===== src/rtl/mem_port_arbiter_if.sv =====
// Bundle of the fetch port, data port, flush and memory-bus signals that
// surround the unified memory port arbiter.
interface mem_port_arbiter_if #(
  parameter int ADDR_W = 32,
  parameter int DATA_W = 32
);
  logic              if_req;
  logic [ADDR_W-1:0] if_addr;
  logic [DATA_W-1:0] if_rdata;
  logic              if_valid;
  logic              stall_IF;

  logic              mem_req;
  logic              mem_we;
  logic [ADDR_W-1:0] mem_addr;
  logic [DATA_W-1:0] mem_wdata;
  logic [DATA_W-1:0] mem_rdata;
  logic              mem_valid;
  logic              stall_MEM;

  logic              flush;

  logic              bus_req;
  logic              bus_we;
  logic [ADDR_W-1:0] bus_addr;
  logic [DATA_W-1:0] bus_wdata;
  logic              bus_ack;
  logic [DATA_W-1:0] bus_rdata;

  // Arbiter side.
  modport slave (
    input  if_req, if_addr, mem_req, mem_we, mem_addr, mem_wdata, flush,
           bus_ack, bus_rdata,
    output if_rdata, if_valid, stall_IF, mem_rdata, mem_valid, stall_MEM,
           bus_req, bus_we, bus_addr, bus_wdata
  );

  // Pipeline stages plus memory side.
  modport master (
    output if_req, if_addr, mem_req, mem_we, mem_addr, mem_wdata, flush,
           bus_ack, bus_rdata,
    input  if_rdata, if_valid, stall_IF, mem_rdata, mem_valid, stall_MEM,
           bus_req, bus_we, bus_addr, bus_wdata
  );
endinterface


===== src/rtl/mem_port_arbiter.sv =====
// Arbitrates the single memory port between instruction fetch (IF) and
// load/store (MEM). MEM is favoured, bounded by a starvation counter, and a
// branch flush cancels an in-flight fetch by draining its bus cycle.
module mem_port_arbiter #(
  parameter int ADDR_W       = 32,
  parameter int DATA_W       = 32,
  parameter int STARVE_LIMIT = 4
) (
  input logic              clock,
  input logic              reset,
  mem_port_arbiter_if.slave arb
);

  localparam int CNT_W = (STARVE_LIMIT > 0) ? $clog2(STARVE_LIMIT + 1) : 1;
  localparam logic [CNT_W-1:0] CNT_MAX = CNT_W'(STARVE_LIMIT);

  typedef enum logic [1:0] {IDLE, GRANT_IF, GRANT_MEM, DRAIN} state_t;

  state_t            state, state_nxt;
  logic [CNT_W-1:0]  starve_cnt;
  logic [ADDR_W-1:0] lat_addr;
  logic              lat_we;
  logic [DATA_W-1:0] lat_wdata;
  logic [DATA_W-1:0] if_rdata_q, mem_rdata_q;
  logic              if_valid_q, mem_valid_q;
  logic              if_elig, mem_elig;
  logic              grant_if, grant_mem;

  // State register.
  always_ff @(posedge clock) begin
    if (!reset) state <= IDLE;
    else        state <= state_nxt;
  end

  // Arbitration and next-state decode. A port in its valid cycle is not
  // eligible, which forces a bubble between its back-to-back accesses.
  always_comb begin
    if_elig   = arb.if_req & ~if_valid_q & ~arb.flush;
    mem_elig  = arb.mem_req & ~mem_valid_q;
    grant_if  = 1'b0;
    grant_mem = 1'b0;
    state_nxt = state;
    case (state)
      IDLE: begin
        if (mem_elig && (!if_elig || starve_cnt < CNT_MAX)) begin
          grant_mem = 1'b1;
          state_nxt = GRANT_MEM;
        end else if (if_elig) begin
          grant_if  = 1'b1;
          state_nxt = GRANT_IF;
        end
      end
      GRANT_IF: begin
        if (arb.flush)        state_nxt = arb.bus_ack ? IDLE : DRAIN;
        else if (arb.bus_ack) state_nxt = IDLE;
      end
      GRANT_MEM, DRAIN: begin
        if (arb.bus_ack) state_nxt = IDLE;
      end
      default: state_nxt = IDLE;
    endcase
  end

  // Bus drive, stall and returned-data outputs.
  always_comb begin
    arb.bus_req   = (state != IDLE);
    arb.bus_we    = (state == GRANT_MEM) & lat_we;
    arb.bus_addr  = lat_addr;
    arb.bus_wdata = lat_wdata;
    arb.if_rdata  = if_rdata_q;
    arb.if_valid  = if_valid_q;
    arb.mem_rdata = mem_rdata_q;
    arb.mem_valid = mem_valid_q;
    arb.stall_IF  = arb.if_req & ~if_valid_q;
    arb.stall_MEM = arb.mem_req & ~mem_valid_q;
  end

  // Request latching, starvation counting and read-data capture.
  always_ff @(posedge clock) begin
    if (!reset) begin
      starve_cnt  <= '0;
      lat_addr    <= '0;
      lat_we      <= 1'b0;
      lat_wdata   <= '0;
      if_rdata_q  <= '0;
      mem_rdata_q <= '0;
      if_valid_q  <= 1'b0;
      mem_valid_q <= 1'b0;
    end else begin
      if_valid_q  <= 1'b0;
      mem_valid_q <= 1'b0;
      if (grant_mem) begin
        lat_addr  <= arb.mem_addr;
        lat_we    <= arb.mem_we;
        lat_wdata <= arb.mem_wdata;
        if (if_elig && starve_cnt != CNT_MAX) starve_cnt <= starve_cnt + 1'b1;
      end else if (grant_if) begin
        lat_addr   <= arb.if_addr;
        lat_we     <= 1'b0;
        starve_cnt <= '0;
      end
      if (state == GRANT_IF && arb.bus_ack && !arb.flush) begin
        if_rdata_q <= arb.bus_rdata;
        if_valid_q <= 1'b1;
      end
      if (state == GRANT_MEM && arb.bus_ack) begin
        mem_valid_q <= 1'b1;
        if (!lat_we) mem_rdata_q <= arb.bus_rdata;
      end
    end
  end

endmodule


===== src/flat_wrapper.sv =====
// flat-port wrapper written by rule: the top's interface ports become plain ports
module mem_port_arbiter_flat 
#(
  parameter int ADDR_W       = 32,
  parameter int DATA_W       = 32,
  parameter int STARVE_LIMIT = 4
)
  (clock, reset, arb_if_req, arb_if_addr, arb_mem_req, arb_mem_we, arb_mem_addr, arb_mem_wdata, arb_flush, arb_bus_ack, arb_bus_rdata, arb_if_rdata, arb_if_valid, arb_stall_IF, arb_mem_rdata, arb_mem_valid, arb_stall_MEM, arb_bus_req, arb_bus_we, arb_bus_addr, arb_bus_wdata);
  mem_port_arbiter_if #(.ADDR_W(ADDR_W), .DATA_W(DATA_W)) arb_i ();
  input logic clock;
  input logic reset;
  input wire logic [$bits(arb_i.if_req)-1:0] arb_if_req;
  input wire logic [$bits(arb_i.if_addr)-1:0] arb_if_addr;
  input wire logic [$bits(arb_i.mem_req)-1:0] arb_mem_req;
  input wire logic [$bits(arb_i.mem_we)-1:0] arb_mem_we;
  input wire logic [$bits(arb_i.mem_addr)-1:0] arb_mem_addr;
  input wire logic [$bits(arb_i.mem_wdata)-1:0] arb_mem_wdata;
  input wire logic [$bits(arb_i.flush)-1:0] arb_flush;
  input wire logic [$bits(arb_i.bus_ack)-1:0] arb_bus_ack;
  input wire logic [$bits(arb_i.bus_rdata)-1:0] arb_bus_rdata;
  output wire logic [$bits(arb_i.if_rdata)-1:0] arb_if_rdata;
  output wire logic [$bits(arb_i.if_valid)-1:0] arb_if_valid;
  output wire logic [$bits(arb_i.stall_IF)-1:0] arb_stall_IF;
  output wire logic [$bits(arb_i.mem_rdata)-1:0] arb_mem_rdata;
  output wire logic [$bits(arb_i.mem_valid)-1:0] arb_mem_valid;
  output wire logic [$bits(arb_i.stall_MEM)-1:0] arb_stall_MEM;
  output wire logic [$bits(arb_i.bus_req)-1:0] arb_bus_req;
  output wire logic [$bits(arb_i.bus_we)-1:0] arb_bus_we;
  output wire logic [$bits(arb_i.bus_addr)-1:0] arb_bus_addr;
  output wire logic [$bits(arb_i.bus_wdata)-1:0] arb_bus_wdata;
  assign arb_i.if_req = arb_if_req;
  assign arb_i.if_addr = arb_if_addr;
  assign arb_i.mem_req = arb_mem_req;
  assign arb_i.mem_we = arb_mem_we;
  assign arb_i.mem_addr = arb_mem_addr;
  assign arb_i.mem_wdata = arb_mem_wdata;
  assign arb_i.flush = arb_flush;
  assign arb_i.bus_ack = arb_bus_ack;
  assign arb_i.bus_rdata = arb_bus_rdata;
  assign arb_if_rdata = arb_i.if_rdata;
  assign arb_if_valid = arb_i.if_valid;
  assign arb_stall_IF = arb_i.stall_IF;
  assign arb_mem_rdata = arb_i.mem_rdata;
  assign arb_mem_valid = arb_i.mem_valid;
  assign arb_stall_MEM = arb_i.stall_MEM;
  assign arb_bus_req = arb_i.bus_req;
  assign arb_bus_we = arb_i.bus_we;
  assign arb_bus_addr = arb_i.bus_addr;
  assign arb_bus_wdata = arb_i.bus_wdata;
  mem_port_arbiter #(.ADDR_W(ADDR_W), .DATA_W(DATA_W), .STARVE_LIMIT(STARVE_LIMIT)) u_core (.clock(clock), .reset(reset), .arb(arb_i));
endmodule

===== config.mk =====
export PLATFORM = sky130hd
export DESIGN_NAME = mem_port_arbiter_flat
export DESIGN_NICKNAME = d
export VERILOG_FILES = /design/src/rtl/mem_port_arbiter_if.sv /design/src/rtl/mem_port_arbiter.sv /design/src/flat_wrapper.sv
export SDC_FILE = /design/constraint.sdc
export NUM_CORES = 1
export LEC_CHECK = 0
export ABC_AREA = 0
export BUFFER_PORTS_ARGS = -buffer_cell sky130_fd_sc_hd__buf_2
export CORE_MARGIN = 8
export CORE_UTILIZATION = 35
export DETAILED_ROUTE_END_ITERATION = 16
export PLACE_DENSITY = 0.73
export SYNTH_ARGS = -nofsm -noshare
export SYNTH_HDL_FRONTEND = slang
export SYNTH_SLANG_ARGS = --single-unit

===== constraint.sdc =====
create_clock -name clock -period 3.5 [get_ports clock]
set_input_delay 0.35 -clock clock [delete_from_list [all_inputs] [get_ports clock]]
set_output_delay 0.35 -clock clock [all_outputs]
set_load 0.05 [all_outputs]

# Yosys cells after proc, flatten, opt, wreduce, memory -nomap -nowiden
# Cells that the tools add are included.
# W data, S select, Z words.
[totals]
register_bits = 136
out_inout_bits = 134
[op_classes]
add_sub_neg = 1
magnitude_cmp = 1
eq_ne = 6
n_mux = 20
bitwise_logic = 8
n_reduce_logical = 14
[op_table]
columns = ["cell", "n"]
rows = [
  ["$mux W32", 2],
  ["$mux W2", 5],
  ["$mux W1", 9],
  ["$mux W3", 3],
  ["$pmux W2 S3", 1],
  ["$logic_and A1 B1 Y1", 5],
  ["$and A1 B1 Y1", 4],
  ["$eq A2 B2 Y1 const B", 2],
  ["$not A1 Y1", 4],
  ["$reduce_and A2 Y1", 2],
  ["$reduce_bool A2 Y1", 2],
  ["$add A3 B1 Y3 const B", 1],
  ["$lt A3 B3 Y1 const B", 1],
  ["$ne A3 B1 Y1 const B", 1],
  ["$ne A3 B3 Y1 const B", 1],
  ["$eq A2 B1 Y1 const B", 1],
  ["$logic_not A1 Y1", 2],
  ["$logic_not A2 Y1", 1],
  ["$ne A2 B2 Y1 const B", 1],
  ["$reduce_or A2 Y1", 1],
  ["$logic_or A1 B1 Y1", 1],
]

# Depth between registers and ports, before layout
# Gate-level depths: netlist (run 1).
[logic_depth]
depth_word = 10
mapped_depth = 6

# Least setup slack after synthesis (run 1)
# OpenSTA, ideal clock, no wires.
[synth_path]
path_kind = "register -> register"
from = "reg u_core.if_valid_q, in the netlist u_core.arb.if_valid"
to = "reg u_core.lat_addr[25], in the netlist u_core.arb.bus_addr[25]"
setup_time_ns = 0.091
t_arrival_ns = 1.682
required_time_ns = 3.409
slack_ns = 1.727
path_stages_with_launch = 6
n_path_buf = 2
period_less_slack_ns = 1.773
cell_sequence = "dfxtp_1 > or3b_1 > clkbuf_1 > clkbuf_1 > o21ai_0 > a311oi_1"
[synth_between]
elab_chain_len = 9
[synth_lines]
columns = ["element", "line_no", "rtl"]
rows = [
  ["start, declared", "mem_port_arbiter.sv:25", "logic if_valid_q, mem_valid_q;"],
  ["start signal, assigned", "mem_port_arbiter.sv:87", "if_valid_q <= 1'b0;"],
  ["start signal, assigned", "mem_port_arbiter.sv:90", "if_valid_q <= 1'b0;"],
  ["start signal, assigned", "mem_port_arbiter.sv:104", "if_valid_q <= 1'b1;"],
  ["$not A1 Y1 (*)", "mem_port_arbiter.sv:38", "if_elig = arb.if_req & ~if_valid_q & ~arb.flush;"],
  ["$and A1 B1 Y1 (*) (2 in series)", "mem_port_arbiter.sv:38", ""],
  ["$logic_not A1 Y1", "mem_port_arbiter.sv:45", "if (mem_elig && (!if_elig || starve_cnt < CNT_MAX)) begin"],
  ["$logic_or A1 B1 Y1", "mem_port_arbiter.sv:45", ""],
  ["$logic_and A1 B1 Y1", "mem_port_arbiter.sv:45", ""],
  ["$mux W1", "mem_port_arbiter.sv:45", ""],
  ["$mux W1", "mem_port_arbiter.sv:43", "case (state)"],
  ["$mux W32 or $reduce_bool A2 Y1 (tied branches)", "--", ""],
  ["end signal, assigned", "mem_port_arbiter.sv:93", "lat_addr <= arb.mem_addr;"],
  ["end signal, assigned", "mem_port_arbiter.sv:98", "lat_addr <= arb.if_addr;"],
  ["end, declared", "mem_port_arbiter.sv:21", "logic [ADDR_W-1:0] lat_addr;"],
]
# Mark *: on every way between the ends. The rest lies on a longest branch, timed or not.
# A chain may end at the register's enable or synchronous reset.

# Worst setup path after layout (run 1)
[layout_path]
from = "reg u_core.state[0]"
to = "out arb_bus_req"
[layout_between]
elab_chain_len = 1
[layout_lines]
columns = ["element", "line_no", "rtl"]
rows = [
  ["start, declared", "mem_port_arbiter.sv:19", "state_t state, state_nxt;"],
  ["start signal, assigned", "mem_port_arbiter.sv:32", "else state <= state_nxt;"],
  ["$reduce_bool A2 Y1", "mem_port_arbiter.sv:66", "arb.bus_req = (state != IDLE);"],
  ["end, declared", "flat_wrapper.sv:27", "output wire logic [$bits(arb_i.bus_req)-1:0] arb_bus_req;"],
]
# Every way passes these cells.

==> impl_results.md, run 1 <==
- Outcome: finished clean
- Placed cell count: 1,091
- Cell Rows: 46
- Yosys reg bits: 136
- Final ANT Viol Nets: 0
- Number of synthesized flops with an enable pin: 0
- Detailed placer's ending HPWL: 13.4 mm
- Core Region: 15,700 sq um
- Syn_area_per_cell: 8.40 sq um
- Worst EP required: 3150 ps
- Initial antenna violation count: 2
- Worst vdd ir: 0.444 mV
- CTS Buf Count: 17
- Clk root buf: clkbuf_16
- Power density over cell area: 579 nW/um^2
- Nets: 1,031
- Gr usage total: 18.5%
- Die H: 142 microns
- Clk pin slew, worst setup/hold paths: 60 ps
- Met3 wire length: 2.03 mm
- WL met1: 7.83 mm
- Routed wire length: 19.5 mm
- CP Capture Type: output pin
- Post-CTS Resized: 0
- CTS tree: done
- Critical Path AT: 1910 ps
- Initial DRC count: 288
- First-pass GRT wire length: 29.9 mm
- Net Count, Synth: 802
- Slew margin rel.: 29.7%
- Critical path type: reg2out
- Unrepaired setup endpoints after global routing: no
- I/O Pins: 269
- Drt via density: 5.14
- RD Place Congestion: 0.860
- Hold Fails Final Rpt: 0
- Die area: 20,300 sq um
- Drt wl/cell: 17.4 microns
- DR top layer: met5
- Port bufs: 268
- Critical path fanouts, max: 17
- Max clock buf depth: 2
- Yosys warnings: 0
- Largest net degree at the start of global routing: 77
- Residual DRC count: 0
- Pleak: 3.26 nW
- Via Count: 5,780
- 1st-pass router iterations: 6
- Max-cap violations: 0
- Vias in the first global route: 5,543
- Initial core utilization: 35.5%
- Post-synthesis sequential area ratio: 48.8%
- Post-Route Skew: 5.97 ps
- Period utilisation layout: 64.5%
- Hold WC Path Type: in2reg
- Layout cells sized above 1: 38.5%
- Overall power: 0.00444 W
- Ys async rst share: 0%
- Mapped cell area: 5580 sq um
- Predominant post-synthesis flop cell: dfxtp_1
- H-tree depth: 4
- Die Wd: 142 microns
- Distinct cells, synth: 39
- TNS Setup: 0 ps
- P&R area growth vs syn: 37.2%
- Final-report setup violation count: 0
- Crit path time final: 2260 ps
- Grt ovf: 0
- Startpoint Class: flip-flop
- Fin cells: 1,124
- CTS Sinks: 136
- Worst-Skew Late Latency: 410 ps
- Hold Buf Count CTS: 0
- Actual slew at the worst max-slew pin: 1050 ps
- Post CTS Setup Buffer Count: 0
- Cells after synthesis: 665
- Metal2 WL: 9.38 mm
- F_max: 443 MHz
- Fin. max-slew vios: 0
- Hold slack: 178 ps
## layout make-up
type / instances / area, sq um
antenna: 1 / 2.50
inverter: 5 / 21.3
clock buffer: 18 / 439
sequential: 136 / 2720
tap: 216 / 270
multi-input combinational: 455 / 2550
timing repair buffer: 279 / 1450
fill: 1543 / 8050
clock inverter: 14 / 209
## registers in the layout, summed over array words and instances, names as in the netlist
name / count
u_core.arb.bus_addr: 32
u_core.arb.bus_wdata: 32
u_core.arb.if_rdata: 32
u_core.arb.mem_rdata: 32
u_core.starve_cnt: 3
u_core.state: 2
u_core.arb.if_valid: 1
u_core.arb.mem_valid: 1
u_core.lat_we: 1
## layer usage
metal	vias to the layer above	GRT usage (%)
met5	-	0
met4	2	6.71
met3	22	7.45
met2	229	30.1
met1	2719	21.6
li1	2808	-
## through the flow
stage / util [%] / area (sq um) / setup slack, ps
6_report: 48.8 / 7660 / 1240
5_1_grt: 48.8 / 7660 / 1110
4_1_cts: 48.7 / 7660 / 1210
2_1_floorplan: - / 5580 / 1730
3_3_place_gp: 44.6 / 7010 / 1460
3_5_place_dp: 44.6 / 7010 / 1410
## final timing paths
kind	from	to	slack, ps	cells after the start
setup / recovery	u_core.state[0]	arb_bus_req	1240	3
hold / removal	arb_bus_rdata[21]	u_core.arb.mem_rdata[21]	180	3
setup reg to reg	u_core.state[0]	u_core.arb.bus_addr[9]	1450	3
hold reg to reg	u_core.arb.mem_rdata[23]	u_core.arb.mem_rdata[23]	450	2
## synthesized netlist by cell type, types with 2 or more instances
cell type | number | area (sq um)
dfxtp_1 | 136 | 2720
nor2b_1 | 3 | 18.8
buf_6 | 6 | 67.6
clkbuf_1 | 43 | 161
o21ai_1 | 12 | 60.1
nor2_1 | 4 | 15.0
a21oi_1 | 99 | 495
nor4bb_1 | 2 | 20.0
nand2_1 | 130 | 488
nand4bb_1 | 3 | 33.8
nor3_1 | 5 | 25.0
buf_2 | 18 | 90.1
nor3_2 | 27 | 270
o21ai_0 | 53 | 265
inv_1 | 3 | 11.3
a311oi_1 | 32 | 280
buf_4 | 2 | 15.0
nand3_1 | 65 | 325
ha_1 | 2 | 25.0
## report_power, final
group	switching, W	internal (W)
clock network	0.000737	0.00123
logic	0.000575	0.000214
registers	0.0000447	0.00163
total	0.00136	0.00308
## critical path, cell delays in order (launching register included)
cell,delay (ps)
dfxtp_1,470
nor2_4,150
clkinv_1,460
buf_2,410
## cells by family after synthesis
group	Yosys count	synth area share (%)
fa+ha+maj	2	0.448
compound gates	203	20.9
buf+inv	74	6.32
simple gates	250	23.6
flops	136	48.8
## layout by cell type, fill, tap and decap left out, drive strengths merged, types with 2 or more instances in the layout
| master | instances |
|---|---|
| ha | 2 |
| o21ai | 65 |
| nor2 | 5 |
| buf | 279 |
| nor2b | 3 |
| nor4b | 2 |
| nor4bb | 2 |
| nor3 | 32 |
| a311oi | 32 |
| or3b | 2 |
| nand4bb | 3 |
| dfxtp | 136 |
| nand3 | 65 |
| inv | 10 |
| clkbuf | 18 |
| a21oi | 99 |
| nand2 | 131 |
| clkinv | 5 |
| bufinv | 4 |
Power figures use the tool's default switching activity.
==> inputs of run 2 (changes only) <==
--- a/config.mk
+++ b/config.mk
@@ -10,7 +10,7 @@
 export CORE_MARGIN = 8
 export CORE_UTILIZATION = 35
 export DETAILED_ROUTE_END_ITERATION = 16
-export PLACE_DENSITY = 0.73
+export PLACE_DENSITY = 0.76
 export SYNTH_ARGS = -nofsm -noshare
 export SYNTH_HDL_FRONTEND = slang
 export SYNTH_SLANG_ARGS = --single-unit
==> constraint.sdc (replaced) <==
create_clock -name clock -period 1.8 [get_ports clock]
set_input_delay 0.18 -clock clock [delete_from_list [all_inputs] [get_ports clock]]
set_output_delay 0.18 -clock clock [all_outputs]
set_load 0.05 [all_outputs]
==> run 2 against run 1 <==
Cell area rose by 3.9%. Critical endpoint is now arb_bus_we. Clock skew about the same. Sequential cell count stayed put. Clock power up 84%. Non-clock buffer count increased by 24. Die area did not move. Sequential power increased by 94%. Register-to-register slack lost 1200 ps. Power rose by 92%. Cell count is 2.0% higher. Global-route usage is 0.88 points higher. Worst hold slack worse by 160 ps.
==> impl_results.md, run 2 (same netlist as run 1, synthesis figures left out) <==
- Outcome: finished clean
- Cell Rows: 46 (unchanged)
- Switching pwr: 0.00255 W (+88%)
- Initial core utilization: 35.5% (unchanged)
- Hold Fails Final Rpt: 0 (unchanged)
- Final-report setup violation count: 0 (unchanged)
- Actual slew at the worst max-slew pin: 455 ps (-599 ps)
- CP delay by family, top: buffers and inverters
- Layout cells sized above 1: 38.5% (about the same)
- Port bufs: 268 (unchanged)
- Critical path fanouts, max: 7 (-10)
- CP Capture Type: output pin
- Largest net degree at the start of global routing: 44 (-43%)
- Unrepaired setup endpoints after global routing: no
- Reg-to-reg endpoint: u_core.arb.bus_wdata[13]
- Most frequent cells in the layout: buf_2, dfxtp_1, nand2_1, a21oi_1, nand3_1
- Vias in the first global route: 6,072 (+9.5%)
- Slew margin rel.: 69.6% (+40 points)
- Routed wire length: 20.0 mm (+2.7%)
- Startpoint Class: flip-flop
- CP endpoint: arb_bus_we
- Post-Route Skew: 6.37 ps (+0.393 ps)
- Worst EP required: 1620 ps (-1530 ps)
- Via Count: 6,009 (+4.0%)
- Worst reg2reg path startpoint: u_core.state[1]
- Drt wl/cell: 17.5 microns (+0.68%)
- Post CTS Setup Buffer Count: 0 (unchanged)
- R2r worst-path depth: 4 (+1)
- Drt via density: 5.24 (+1.9%)
- Pleak: 3.39 nW (+4.0%)
- Crit path time final: 1700 ps
- CTS Buf Count: 17 (unchanged)
- CTS tree: done
- Worst vdd ir: 0.607 mV (+37%)
- Internal power: 0.00596 W (+94%)
- 1st-pass router iterations: 5 (-1)
- Hold WC Path Type: in2reg
- Max-cap violations: 0 (unchanged)
- Nets: 1,055 (+2.3%)
- Period utilisation layout: 94.3%
- Part of the power in the clock network: 42.6% (-1.8 points)
- Core Region: 15,700 sq um (unchanged)
- Comb power frac: 19.1% (+1.3 points)
- First-pass GRT wire length: 31.5 mm (+5.3%)
- Critical Path Max Stage Delay: 450 ps (-20 ps)
- Crit path max-delay cell type: dfxtp_1
- Levels on crit path: 3 (unchanged)
- Die H: 142 microns (unchanged)
- Clk root buf: clkbuf_16
- Critical path type: reg2out
- Placed cell area: 7210 sq um (+2.8%)
- Final ANT Viol Nets: 0 (unchanged)
- Final instance area: 7960 sq um (+3.9%)
- Commonest non-fill, non-tap cell in the layout: buf_2
- Fill cells: 1,536 (-0.45%)
- Critical Path AT: 1520 ps (-390 ps)
- Worst path cell trace: buf_4 -> and3b_1 -> buf_2
- Flop2flop setup slack: 220 ps (-1230 ps)
- I/O Pins: 269 (unchanged)
- CP Launch Point: u_core.state[1]
- Grt ovf: 0 (unchanged)
- Buf/Inv on CP: 2 (unchanged)
- Antenna fix cells: 0 (-1)
- Clk pin slew, worst setup/hold paths: 60 ps (about the same)
- Seq pwr share: 38.3% (+0.5 points)
- Max clock buf depth: 2 (unchanged)
- TNS Setup: 0 ps (unchanged)
- CTS Sinks: 136 (unchanged)
- Initial antenna violation count: 2 (unchanged)
- Overall power: 0.00852 W (+92%)
- Detailed placer's ending HPWL: 14.0 mm (+4.3%)
- Residual DRC count: 0 (unchanged)
- RD Place Congestion: 0.834 (-3.0%)
- Power density over cell area: 1070 nW/um^2 (+85%)
- P&R area growth vs syn: 42.5%
- Die Wd: 142 microns (unchanged)
- Worst-Skew Late Latency: 410 ps (about the same)
- Net Sw Frac: 30.0% (-0.61 points)
- F_max: 589 MHz
- Fin. max-slew vios: 0 (unchanged)
- H-tree depth: 4 (unchanged)
- Die area: 20,300 sq um (unchanged)
- Gr usage total: 19.4% (+0.88 points)
- Initial DRC count: 337 (+17%)
[run 2: worst min-delay path by stage]
stage / to / cells past startpoint / start / slack (ps)
2_1_floorplan: u_core.arb.mem_rdata[0] / 2 / arb_bus_rdata[0] / 320
3_3_place_gp: u_core.arb.if_rdata[19] / 3 / arb_bus_rdata[19] / 430
3_5_place_dp: u_core.arb.if_rdata[19] / 3 / arb_bus_rdata[19] / 440
4_1_cts: u_core.arb.if_rdata[8] / 3 / arb_bus_rdata[8] / 0.002
5_1_grt: u_core.arb.mem_rdata[17] / 3 / arb_bus_rdata[17] / 4
6_report: u_core.arb.if_rdata[8] / 3 / arb_bus_rdata[8] / 20
[run 2: metal layers]
layer	vias up	routed length, microns	track usage (%)	part of all wire (%)
li1	2855	-	-	-
met1	2817	7470	20.8	37
met2	295	9740	32.7	49
met3	38	2400	9.12	12
met4	4	405	7.27	2.0
met5	-	21	0	0.10
[run 2: what timing repair did]
item                                    in CTS  in global routing
endpoints found under the hold margin       16                  0
endpoints found under the setup margin       1                  1
pin swaps                                    0                  0
gates resized for setup                      1                  1
hold buffers                                13                  0
[run 2: final cells by class]
cell class | instances | area, sq um | share of cell area (%)
Clock inverter | 10 | 143 | 1.79
Tap cell | 216 | 270 | 3.40
Clock buffer | 22 | 474 | 5.96
Multi-Input combinational cell | 455 | 2550 | 32.0
Timing Repair Buffer | 303 | 1780 | 22.4
Inverter | 5 | 21.3 | 0.267
Sequential cell | 136 | 2720 | 34.2
[run 2: worst register-to-register path, cell delays in order, from the launching register on]
cell     delay [ps]
dfxtp_1         370
or4b_4          600
buf_12          210
o21ai_0         200
a21oi_1          90
[run 2: power by group through the flow]
| stage | Combinational, W | Clock [W] | Sequential (W) |
|---|---|---|---|
| 3_3_place_gp | 0.00159 | 0 | 0.00332 |
| 3_5_place_dp | 0.00161 | 0 | 0.00333 |
| 4_1_cts | 0.00163 | 0.00373 | 0.00326 |
| 2_1_floorplan | 0.000525 | 0 | 0.00387 |
| 5_1_grt | 0.00173 | 0.00385 | 0.00328 |
| 6_report | 0.00163 | 0.00362 | 0.00326 |
[run 2: per-stage QoR]
step / hold WS [ps] / worst slack (ps) / instances / util [%]
final: 17.6 / 103 / 1147 / 50.7
after global routing: 3.56 / 19.9 / 1147 / 50.7
after CTS: 0.00219 / 11.6 / 1147 / 50.6
after detailed placement: 437 / 222 / 1102 / 45.9
after global placement: 434 / 262 / 1102 / 45.9
after floorplan: 316 / 27.4 / 665 / -
==> inputs of run 3 (changes only) <==
--- a/config.mk
+++ b/config.mk
@@ -10,6 +10,7 @@
 export CORE_MARGIN = 8
 export CORE_UTILIZATION = 35
 export DETAILED_ROUTE_END_ITERATION = 16
+export MAX_ROUTING_LAYER = met4
 export PLACE_DENSITY = 0.76
 export SYNTH_ARGS = -nofsm -noshare
 export SYNTH_HDL_FRONTEND = slang
==> run 3 against run 2 <==
Sequential cell count stayed put. Cell area hardly changed. Via count is 0.72% lower. Highest routed layer is now met4. Largest cell class unchanged. Combinational power hardly changed. Non-clock buffer count stayed put. Count of clock-buffer cells in the layout stayed put. Maximum frequency hardly changed.
==> impl_results.md, run 3 (same netlist as run 1, synthesis figures left out) <==
- CTS Sinks: 136 (unchanged)
- CP Capture Type: output pin
- Die area: 20,300 sq um (unchanged)
- Final ANT Viol Nets: 0 (unchanged)
- Seq pwr share: 38.3% (about the same)
- Most frequent cells in the layout: buf_2, dfxtp_1, nand2_1, a21oi_1, nand3_1
- Worst vdd ir: 0.602 mV (-0.78%)
- Final-report setup violation count: 0 (unchanged)
- Via Count: 5,966 (-0.72%)
- Largest net degree at the start of global routing: 44 (unchanged)
- First-pass GRT wire length: 31.4 mm (-0.17%)
- Critical path fanouts, max: 7 (unchanged)
- Nets: 1,055 (unchanged)
- Worst-Skew Late Latency: 410 ps (about the same)
- Initial antenna violation count: 2 (unchanged)
- Levels on crit path: 3 (unchanged)
- 1st-pass router iterations: 5 (unchanged)
- Gr usage total: 19.9% (+0.55 points)
- Worst EP required: 1620 ps (about the same)
- Clk root buf: clkbuf_16
- Internal power: 0.00596 W (about the same)
- Detailed placer's ending HPWL: 14.0 mm (unchanged)
- Critical path type: reg2out
- Crit path max-delay cell type: dfxtp_1
- Clk pin slew, worst setup/hold paths: 50 ps (about the same)
- Fin. max-slew vios: 0 (unchanged)
- Initial core utilization: 35.5% (unchanged)
- R2r worst-path depth: 4 (unchanged)
- Initial DRC count: 377 (+12%)
- Net Sw Frac: 29.9% (about the same)
- Worst path cell trace: buf_4 -> and3b_1 -> buf_2
- Startpoint Class: flip-flop
- CP endpoint: arb_bus_we
- Worst reg2reg path startpoint: u_core.state[1]
- Critical Path Max Stage Delay: 450 ps (about the same)
- CTS Buf Count: 17 (unchanged)
- Switching pwr: 0.00255 W (-0.11%)
- Flop2flop setup slack: 190 ps (-30 ps)
- Hold Crit Depth: 3 (unchanged)
- Drt via density: 5.19 (-0.89%)
- H-tree depth: 4 (unchanged)
- RD Place Congestion: 0.847 (+1.5%)
- Max clock buf depth: 2 (unchanged)
- CP delay by family, top: buffers and inverters
- Reg-to-reg endpoint: u_core.arb.bus_wdata[1]
- Hold Fails Final Rpt: 0 (unchanged)
- Critical Path AT: 1520 ps (about the same)
- Comb power frac: 19.1% (about the same)
- CTS tree: done
- TNS Setup: 0 ps (unchanged)
- Routed wire length: 20.0 mm (-0.12%)
- Actual slew at the worst max-slew pin: 459 ps (+4.23 ps)
- CP Launch Point: u_core.state[1]
- Post CTS Setup Buffer Count: 0 (unchanged)
- F_max: 590 MHz (about the same)
- Drt wl/cell: 17.4 microns (-0.30%)
- Core Region: 15,700 sq um (unchanged)
- Unrepaired setup endpoints after global routing: no
- Crit path time final: 1700 ps (-1.55 ps)
- Hold WC Path Type: in2reg
- Outcome: finished clean
- Commonest non-fill, non-tap cell in the layout: buf_2
- Layout cells sized above 1: 38.5% (unchanged)
- Period utilisation layout: 94.2% (about the same)
- Vias in the first global route: 6,094 (+0.36%)
- Pleak: 3.39 nW (about the same)
- Power density over cell area: 1070 nW/um^2 (-0.10%)
- Final instance area: 7970 sq um (about the same)
- Part of the power in the clock network: 42.5% (about the same)
- Max-cap violations: 0 (unchanged)
- Port bufs: 268 (unchanged)
- Placed cell area: 7210 sq um (unchanged)
- Post-Route Skew: 5.27 ps (-1.09 ps)
- Grt ovf: 0 (unchanged)
- Cell Rows: 46 (unchanged)
- Slew margin rel.: 69.4% (-0.28 points)
- Residual DRC count: 0 (unchanged)
- Overall power: 0.00851 W (about the same)
- I/O Pins: 269 (unchanged)
- P&R area growth vs syn: 42.6% (about the same)
- Buf/Inv on CP: 2 (unchanged)
- Die H: 142 microns (unchanged)
- Die Wd: 142 microns (unchanged)
[run 3: changes by cell type in the layout (fill, tap and decap cells not counted), sizes merged]
cell   delta
diode     +2
[run 3: cell type report]
| cell class | instances | area, sq um |
|---|---|---|
| Multi-Input combinational cell | 455 | 2550 |
| Inverter | 5 | 21.3 |
| Clock inverter | 10 | 143 |
| Timing Repair Buffer | 303 | 1780 |
| Tap cell | 216 | 270 |
| Clock buffer | 22 | 474 |
| Antenna cell | 2 | 5.00 |
| Fill cell | 1535 | 7750 |
| Sequential cell | 136 | 2720 |
[run 3: per-layer routing]
layer / vias to the layer above / GRT usage, % / routed length, microns / part of all wire, %
li1: 2861 / - / - / -
met1: 2795 / 21.9 / 7870 / 39
met4: 0 / 7.61 / 363 / 1.8
met2: 280 / 32.6 / 9810 / 49
met5: - / - / 0 / 0
met3: 30 / 7.25 / 1980 / 9.9
[run 3: repair_timing]
item	in CTS	in global routing
endpoints found under the hold margin	16	0
gates resized for setup	1	1
hold buffers	13	0
endpoints found under the setup margin	1	1
[run 3: worst min-delay path: stages]
cell	delay, ps
buf_2	100
nand2_1	50
a21oi_1	50
[run 3: worst min path at each step]
stage                                          end         startpoint  slack (ps)
after floorplan            u_core.arb.mem_rdata[0]   arb_bus_rdata[0]         320
after global placement     u_core.arb.if_rdata[19]  arb_bus_rdata[19]         430
after detailed placement   u_core.arb.if_rdata[19]  arb_bus_rdata[19]         440
after CTS                   u_core.arb.if_rdata[8]   arb_bus_rdata[8]       0.002
after global routing      u_core.arb.mem_rdata[17]  arb_bus_rdata[17]           4
final                       u_core.arb.if_rdata[8]   arb_bus_rdata[8]          20
[run 3: through the flow]
stage	worst slack [ps]	hold slack, ps	std cells	util (%)
detailed placement	222	437	1102	45.9
CTS	11.6	0.00219	1147	50.6
global route	22.1	3.57	1149	50.7
finish	105	17.1	1149	50.7
floorplan	27.4	316	665	-
global placement	262	434	1102	45.9
[run 3: power by group through the flow]
stage | registers, W | clock network (W) | logic [W]
after CTS | 0.00326 | 0.00373 | 0.00163
after detailed placement | 0.00333 | 0 | 0.00161
after global routing | 0.00328 | 0.00385 | 0.00173
after floorplan | 0.00387 | 0 | 0.000525
after global placement | 0.00332 | 0 | 0.00159
final | 0.00326 | 0.00362 | 0.00163
